## config.mk

```make
export PLATFORM = sky130hd
export DESIGN_NAME = serial_tx
export DESIGN_NICKNAME = d
export VERILOG_FILES = /design/src/rtl/serial_pkg.sv /design/src/rtl/bit_timer.sv /design/src/rtl/serial_tx.sv
export SDC_FILE = /design/constraint.sdc
export NUM_CORES = 1
export LEC_CHECK = 0
export ABC_CLOCK_PERIOD_IN_PS = 1800
export CAP_MARGIN = 20
export CORE_MARGIN = 1.5
export CORE_UTILIZATION = 49
export CTS_BUF_LIST = sky130_fd_sc_hd__clkbuf_16
export DETAILED_ROUTE_END_ITERATION = 7
export PLACE_DENSITY_LB_ADDON = 0.25
export SETUP_SLACK_MARGIN = 0.15
export SYNTH_ARGS = -nofsm -noshare
export SYNTH_HDL_FRONTEND = slang
export SYNTH_SLANG_ARGS = --single-unit
```

## constraint.sdc

```tcl
create_clock -name clk -period 1.8 [get_ports clk]
set_input_delay 0.54 -clock clk [delete_from_list [all_inputs] [get_ports clk]]
set_output_delay 0.54 -clock clk [all_outputs]
set_load 0.03 [all_outputs]
```

## src/rtl/serial_pkg.sv

```systemverilog
// Shared types and line constants for the serial transmit/receive pair.
// Kept in one package so both ends agree on the line encoding.
package serial_pkg;

  typedef enum logic [2:0] {
    IDLE,
    START,
    DATA,
    PARITY,
    STOP
  } tx_state_t;

  localparam logic LINE_IDLE  = 1'b1;
  localparam logic LINE_START = 1'b0;

  // Counter width for a modulus n, never below one bit.
  function automatic int cnt_w(input int n);
    return (n > 1) ? $clog2(n) : 1;
  endfunction

endpackage

```

## src/rtl/bit_timer.sv

```systemverilog
// Bit-period down-counter; tick marks the last clock of each serial bit.
// Shared by the transmitter and the matching receiver.
module bit_timer
  import serial_pkg::*;
#(
  parameter int CLKS_PER_BIT = 16
) (
  input  logic clk,
  input  logic reset,
  input  logic restart,
  output logic tick
);

  localparam int TW = cnt_w(CLKS_PER_BIT);
  localparam logic [TW-1:0] RELOAD = TW'(CLKS_PER_BIT - 1);

  logic [TW-1:0] cnt;

  assign tick = (cnt == '0);

  always_ff @(posedge clk or negedge reset) begin
    if (!reset) begin
      cnt <= '0;
    end else if (restart || tick) begin
      cnt <= RELOAD;
    end else begin
      cnt <= cnt - TW'(1);
    end
  end

endmodule

```

## src/rtl/serial_tx.sv

```systemverilog
// Parallel-to-serial transmitter: start, data, optional parity, stop bits.
// All outputs are registered; next values come from one comb process.
module serial_tx
  import serial_pkg::*;
#(
  parameter int WIDTH        = 8,
  parameter int CLKS_PER_BIT = 16,
  parameter int LSB_FIRST    = 1,
  parameter int PARITY_EN    = 0,
  parameter int PARITY_ODD   = 0,
  parameter int STOP_BITS    = 1
) (
  input  logic             clk,
  input  logic             reset,
  input  logic [WIDTH-1:0] in_data,
  input  logic             in_valid,
  output logic             in_ready,
  output logic             ser_out,
  output logic             busy,
  output logic             done
);

  localparam int IW = cnt_w(WIDTH);
  localparam logic [IW-1:0] LAST_IDX = IW'(WIDTH - 1);
  localparam logic LAST_STOP = 1'(STOP_BITS - 1);
  localparam logic ODD = 1'(PARITY_ODD);

  tx_state_t        state, state_n;
  logic [WIDTH-1:0] shreg, shreg_n;
  logic [IW-1:0]    idx, idx_n;
  logic             par, par_n;
  logic             stop_cnt, stop_cnt_n;
  logic             ser_n, busy_n, rdy_n, done_n;
  logic             accept, tick;

  function automatic logic out_bit(input logic [WIDTH-1:0] s);
    return (LSB_FIRST != 0) ? s[0] : s[WIDTH-1];
  endfunction

  function automatic logic [WIDTH-1:0] shift(input logic [WIDTH-1:0] s);
    return (LSB_FIRST != 0) ? (s >> 1) : (s << 1);
  endfunction

  assign accept = (state == IDLE) && in_valid && in_ready;

  bit_timer #(
    .CLKS_PER_BIT(CLKS_PER_BIT)
  ) u_timer (
    .clk    (clk),
    .reset  (reset),
    .restart(accept),
    .tick   (tick)
  );

  always_ff @(posedge clk or negedge reset) begin
    if (!reset) begin
      state    <= IDLE;
      shreg    <= '0;
      idx      <= '0;
      par      <= 1'b0;
      stop_cnt <= 1'b0;
      ser_out  <= LINE_IDLE;
      busy     <= 1'b0;
      in_ready <= 1'b1;
      done     <= 1'b0;
    end else begin
      state    <= state_n;
      shreg    <= shreg_n;
      idx      <= idx_n;
      par      <= par_n;
      stop_cnt <= stop_cnt_n;
      ser_out  <= ser_n;
      busy     <= busy_n;
      in_ready <= rdy_n;
      done     <= done_n;
    end
  end

  always_comb begin
    state_n    = state;
    shreg_n    = shreg;
    idx_n      = idx;
    par_n      = par;
    stop_cnt_n = stop_cnt;
    ser_n      = ser_out;
    busy_n     = busy;
    rdy_n      = in_ready;
    done_n     = 1'b0;
    unique case (state)
      IDLE: begin
        if (accept) begin
          state_n = START;
          shreg_n = in_data;
          par_n   = (^in_data) ^ ODD;
          ser_n   = LINE_START;
          busy_n  = 1'b1;
          rdy_n   = 1'b0;
        end
      end
      START: begin
        if (tick) begin
          state_n = DATA;
          idx_n   = '0;
          ser_n   = out_bit(shreg);
        end
      end
      DATA: begin
        if (tick) begin
          if (idx == LAST_IDX) begin
            stop_cnt_n = 1'b0;
            if (PARITY_EN != 0) begin
              state_n = PARITY;
              ser_n   = par;
            end else begin
              state_n = STOP;
              ser_n   = LINE_IDLE;
            end
          end else begin
            idx_n   = idx + IW'(1);
            shreg_n = shift(shreg);
            ser_n   = out_bit(shift(shreg));
          end
        end
      end
      PARITY: begin
        if (tick) begin
          state_n    = STOP;
          stop_cnt_n = 1'b0;
          ser_n      = LINE_IDLE;
        end
      end
      STOP: begin
        if (tick) begin
          if (stop_cnt == LAST_STOP) begin
            state_n = IDLE;
            busy_n  = 1'b0;
            rdy_n   = 1'b1;
            done_n  = 1'b1;
          end else begin
            stop_cnt_n = 1'b1;
          end
        end
      end
      default: begin
        state_n = IDLE;
        ser_n   = LINE_IDLE;
        busy_n  = 1'b0;
        rdy_n   = 1'b1;
      end
    endcase
  end

endmodule

```

After elaboration in Yosys (flattened, before gate mapping)
Index checks and enable logic that the tools add are counted.
- bits in registers: 23
- latch bits: 0
- bits in writable memories: 0
- memory bits (read-only): 0
- input bits: 11
- logic and storage cells: 80
- memories kept: 0
- add/sub/neg operators: 2
- $mul: 0
- divide/modulo/power cells: 0
- order comparisons: 0
- equality and inequality tests: 13
- shift operators: 0
- multiplexer cells: 39
- bitwise gates (word level): 2
- reduce and logical (&&, ||, !) cells: 15
- operators by type and width (kind ; number):
    3-bit two-way mux ; 10
    8-bit two-way mux ; 3
    1-bit two-way mux ; 18
    8-bit case mux with 2 select lines ; 1
    3-bit case mux with 5 select lines ; 1
    4-bit AND reduction ; 3
    2-bit by 1-bit inequality test with 1-bit output, second input constant ; 5
    5-bit AND reduction ; 2
    1-bit case mux with 3 select lines ; 3
    7-bit AND reduction ; 1
    3-bit by 2-bit == test with 1-bit output, second input constant ; 2
    3-bit == test, second input constant ; 2
    2-bit inequality test, second input constant ; 3
    3-bit case mux with 2 select lines ; 1
    1-bit case mux with 5 select lines ; 1
    4-bit zero test ; 1
    4-bit two-way mux ; 1
    2-bit nonzero test ; 2
    4-bit by 1-bit subtractor with 4-bit output, second input constant ; 1
    3-bit by 1-bit adder with 3-bit output, second input constant ; 1
    3-bit by 1-bit == test with 1-bit output, second input constant ; 1
    3-bit zero test ; 1
    3-bit nonzero test ; 1
    3-bit OR reduction ; 1
    3 further kinds ; 5

Longest topological paths before layout
- depth after elaboration: 5
- gate-level depth with buffers: 7
- depth with buffers taken out: 5

Cells and area by module
A second synthesis with hierarchy kept.
- cell total of the unflattened synthesis: 93
- area total of the unflattened synthesis: 1222.4 um^2
- modules (own cells, without submodules) (module ; instances ; cells an instance ; area each (um^2) ; sequential area each (um^2)):
    serial_tx ; 1 ; 77 ; 1037.2 ; 452.9
    bit_timer ; 1 ; 16 ; 185.2 ; 100.1

Least setup slack after synthesis
Ideal clock, no wire load.
- kind: flip-flop to flip-flop
- start point: reg idx[0]
- end point: reg idx[0]
- arrival: 1792 ps
- path slack: -118 ps
- cell stages (with the launch flop): 6
- path buffers: 0
- clock period less this slack: 1918 ps
- cell sequence: dfrtp_1 > ha_1 > ha_1 > or3b_1 > a211oi_4 > mux2_4
- cells in the longest elaborated chain, start to end: 4
- RTL lines (item ; line ; text):
    start: declaration ; serial_tx.sv:30 ; logic [IW-1:0] idx, idx_n;
    start signal: assignment ; serial_tx.sv:69 ; idx <= idx_n;
    3-bit by 1-bit adder with 3-bit output ; serial_tx.sv:119 ; idx_n = idx + IW'(1);
    3-bit two-way mux ; serial_tx.sv:109 ; if (idx == LAST_IDX) begin
    3-bit two-way mux ; serial_tx.sv:108 ; if (tick) begin
    3-bit case mux with 2 select lines ; serial_tx.sv:89 ; unique case (state)
Several ways; a longest one is shown, not always the timed one. The select of a mux whose other input is x is not followed.
A chain may end at the register's enable or synchronous reset.

Final worst setup path
Ends and elaborated chain as after synthesis.

==> impl_metrics.toml <==
[status]
outcome = "finished, violations left"
violations = "negative setup slack"

[cells_and_area]
area_delta_synth_final_pct = 38.4
utilization = 0.710
layout-drive-gt1-share = 0.390
insertedDiodeCount = 0
final_cells = 176
nets = 162
final_common_cell = "dfrtp_1"
nFillCells = 179
layout_common_cells = "20 x dfrtp_1, 17 x buf_4, 14 x inv_1, 10 x clkdlybuf4s50_1, 9 x mux2i_1"

[route]
drcViolationCount = 0
routed_wirelength_mm = 2.88
antenna_left = 0
drtPass1Iterations = 4
vias = 1020
routedWlPerCell_um = 16.4
drtIter0Drc = 20
vias_per_cell = 5.80

[sta]
setup_viol = 1
worstMarginPinSlew_ns = 0.317
fmax_ghz = 0.546
finalClockSkew_ns = 0.00247
setup_ws_ns = -0.0323
slew_headroom = 0.788
period_share = 1.02
drv_slew = 0
period_minus_slack_ns = 1.83
hold_viol = 0
rsz0062_at_grt = "yes"

[global_routing]
gr-total-overflow = 0
grt_pass1_wl_mm = 4.57
grt_pass1_vias = 956
gr-usage-all-layers = 0.228
antenna_found_initial = 0
grt_max_degree = 23

[cts]
clk_latency_ns = 0.26
cts_max_level = 1
cts_num_sinks = 22
clk_root_buffer_cell = "clkbuf_16"
cts_tree = "yes"
cts.hold.buffers_added = 0
cts.clk_slew.worst_paths_ns = 0.06
cts_buffers = 3
clock_path_buffers = 2

[pwr]
power_density_nw_per_um2 = 576
ir_drop_v = 0.000709
p_leak_uw = 0.000736

[synthesis]
seq_area_frac_synth = 0.439
syn-cell-area_sq_um = 1260
netlist_instances = 117
async_flop_share = 1.00
synth_cell_type_count = 35
postSynthAreaPerCell_sq_um = 10.8
syn_nets = 131
synth_seq_cells = 22
yosysWarnings = 0
synth-main-ff-cell = "dfrtp_1"
synth_edf_count = 0

[worst_setup_path]
cp-end-kind = "register"
reg2reg_slack_ns = -0.03
endpoint = "idx[0]"
slowest_stage = "dfrtp_1"
critPathBufInv = 0
r2r-start = "idx[0]"
startpoint_type = "register"
r2r_cells = 5
cp.arrival_ns = 1.97
worst-setup-path-type = "register to register"
cp.depth = 5
path_delay_family = "flip-flops"
crit_required_ns = 1.94
cp-startpoint = "idx[0]"
crit_path_max_incr_delay_ns = 0.39
r2r-end = "idx[0]"
cp_max_fo = 2
cp_cell_sequence = "ha_2 -> ha_4 -> or3b_4 -> a211oi_4 -> mux2_4"

[placed_design]
port_buffers = 14
placedCellCount = 170
dp_hpwl_mm = 1.85
gp_congestion = 0.769

[floorplanning]
core_sq_um = 2450
die_h_um = 53.7
die-area_sq_um = 2880
initial_core_util = 0.513
rows = 18
ios = 15
die_w_um = 53.7

[worst_hold_path]
hold_class = "register to register"

[flow_run]
max_cap_violations = 0
## cells by family (layout without fill, tap and decap cells)
logic type | count (synthesis) | after routing | synth area share
xor+xnor | 2 | 2 | 0.0139
flops | 22 | 22 | 0.439
fa+ha+maj | 3 | 3 | 0.0298
mux | 10 | 10 | 0.0834
simple gates | 37 | 37 | 0.217
compound gates | 21 | 21 | 0.135
buf+inv | 22 | 51 | 0.0814
## layer usage
metal  wire, um  vias to the layer above  global-route usage
met3         96                        2              0.0417
met5          0                        -                   0
met1       1280                      519               0.306
met4         29                        0              0.0983
met2       1480                       18               0.360
li1           -                      481                   -
## power by group
group	internal, uW	total, uW	switching (uW)	leakage (uW)
logic	26.1	43.4	17.3	0.000460
registers	495	495	0	0.000239
clock network	294	466	173	0.0000370
## synthesized netlist by cell type (all sizes together), types with 3 or more instances
cell,number,share of area
a21oi,4,0.016
and4bb,7,0.070
buf,4,0.028
clkbuf,4,0.012
dfrtp,20,0.40
ha,3,0.030
inv,14,0.042
mux2i,9,0.072
nand2,7,0.021
nand2b,4,0.020
nor2,4,0.012
nor3,3,0.016
o32ai,9,0.063
## worst min-delay path, stage by stage, from the launching register on
cell	delay, ns
dfstp_2	0.37
inv_1	0.05
a221oi_1	0.06
## timing repair
item | in CTS | in global routing
pin swaps | 10 | 3
endpoints found under the setup margin | 17 | 21
buffers inserted | 1 | 2
resized for setup | 21 | 10
## flip-flops by register name, summed over array words and instances (netlist names)
register and count:
u_timer.cnt 4, ser_out 1, idx 3, state 3, done 1, busy 1
in_ready 1, shreg 8
## worst min-delay path by stage
stage	slack [ns]	start	depth (start not counted)	endpoint
final	0.49	ser_out	2	ser_out
after global routing	0.50	ser_out	2	ser_out
after floorplan	0.24	reset	0	busy
after CTS	0.49	ser_out	2	ser_out
after global placement	0.45	u_timer.cnt[0]	1	u_timer.cnt[0]
after detailed placement	0.46	u_timer.cnt[0]	1	u_timer.cnt[0]
## through the flow
| step | setup TNS (ns) | worst slack [ns] | total power [uW] | hold WS (ns) | cell area [sq um] |
|---|---|---|---|---|---|
| 2_1_floorplan | -0.0428 | -0.0428 | 510 | 0.244 | 1270 |
| 3_3_place_gp | -0.00624 | -0.00624 | 543 | 0.447 | 1520 |
| 3_5_place_dp | -0.777 | -0.101 | 544 | 0.463 | 1520 |
| 4_1_cts | 0 | 0.00115 | 1020 | 0.489 | 1700 |
| 5_1_grt | -0.222 | -0.0800 | 1040 | 0.504 | 1740 |
| 6_report | -0.0323 | -0.0323 | 1000 | 0.488 | 1740 |
## cell type report
cell class / count / area (sq um) / area share
multi-input cells: 73 / 731 / 0.419
flip-flops and latches: 22 / 553 / 0.317
repair buffers: 34 / 295 / 0.169
clock buffers: 3 / 75.1 / 0.0430
inverters: 14 / 52.6 / 0.0301
well taps: 30 / 37.5 / 0.0215
Power figures use the tool's default switching activity.
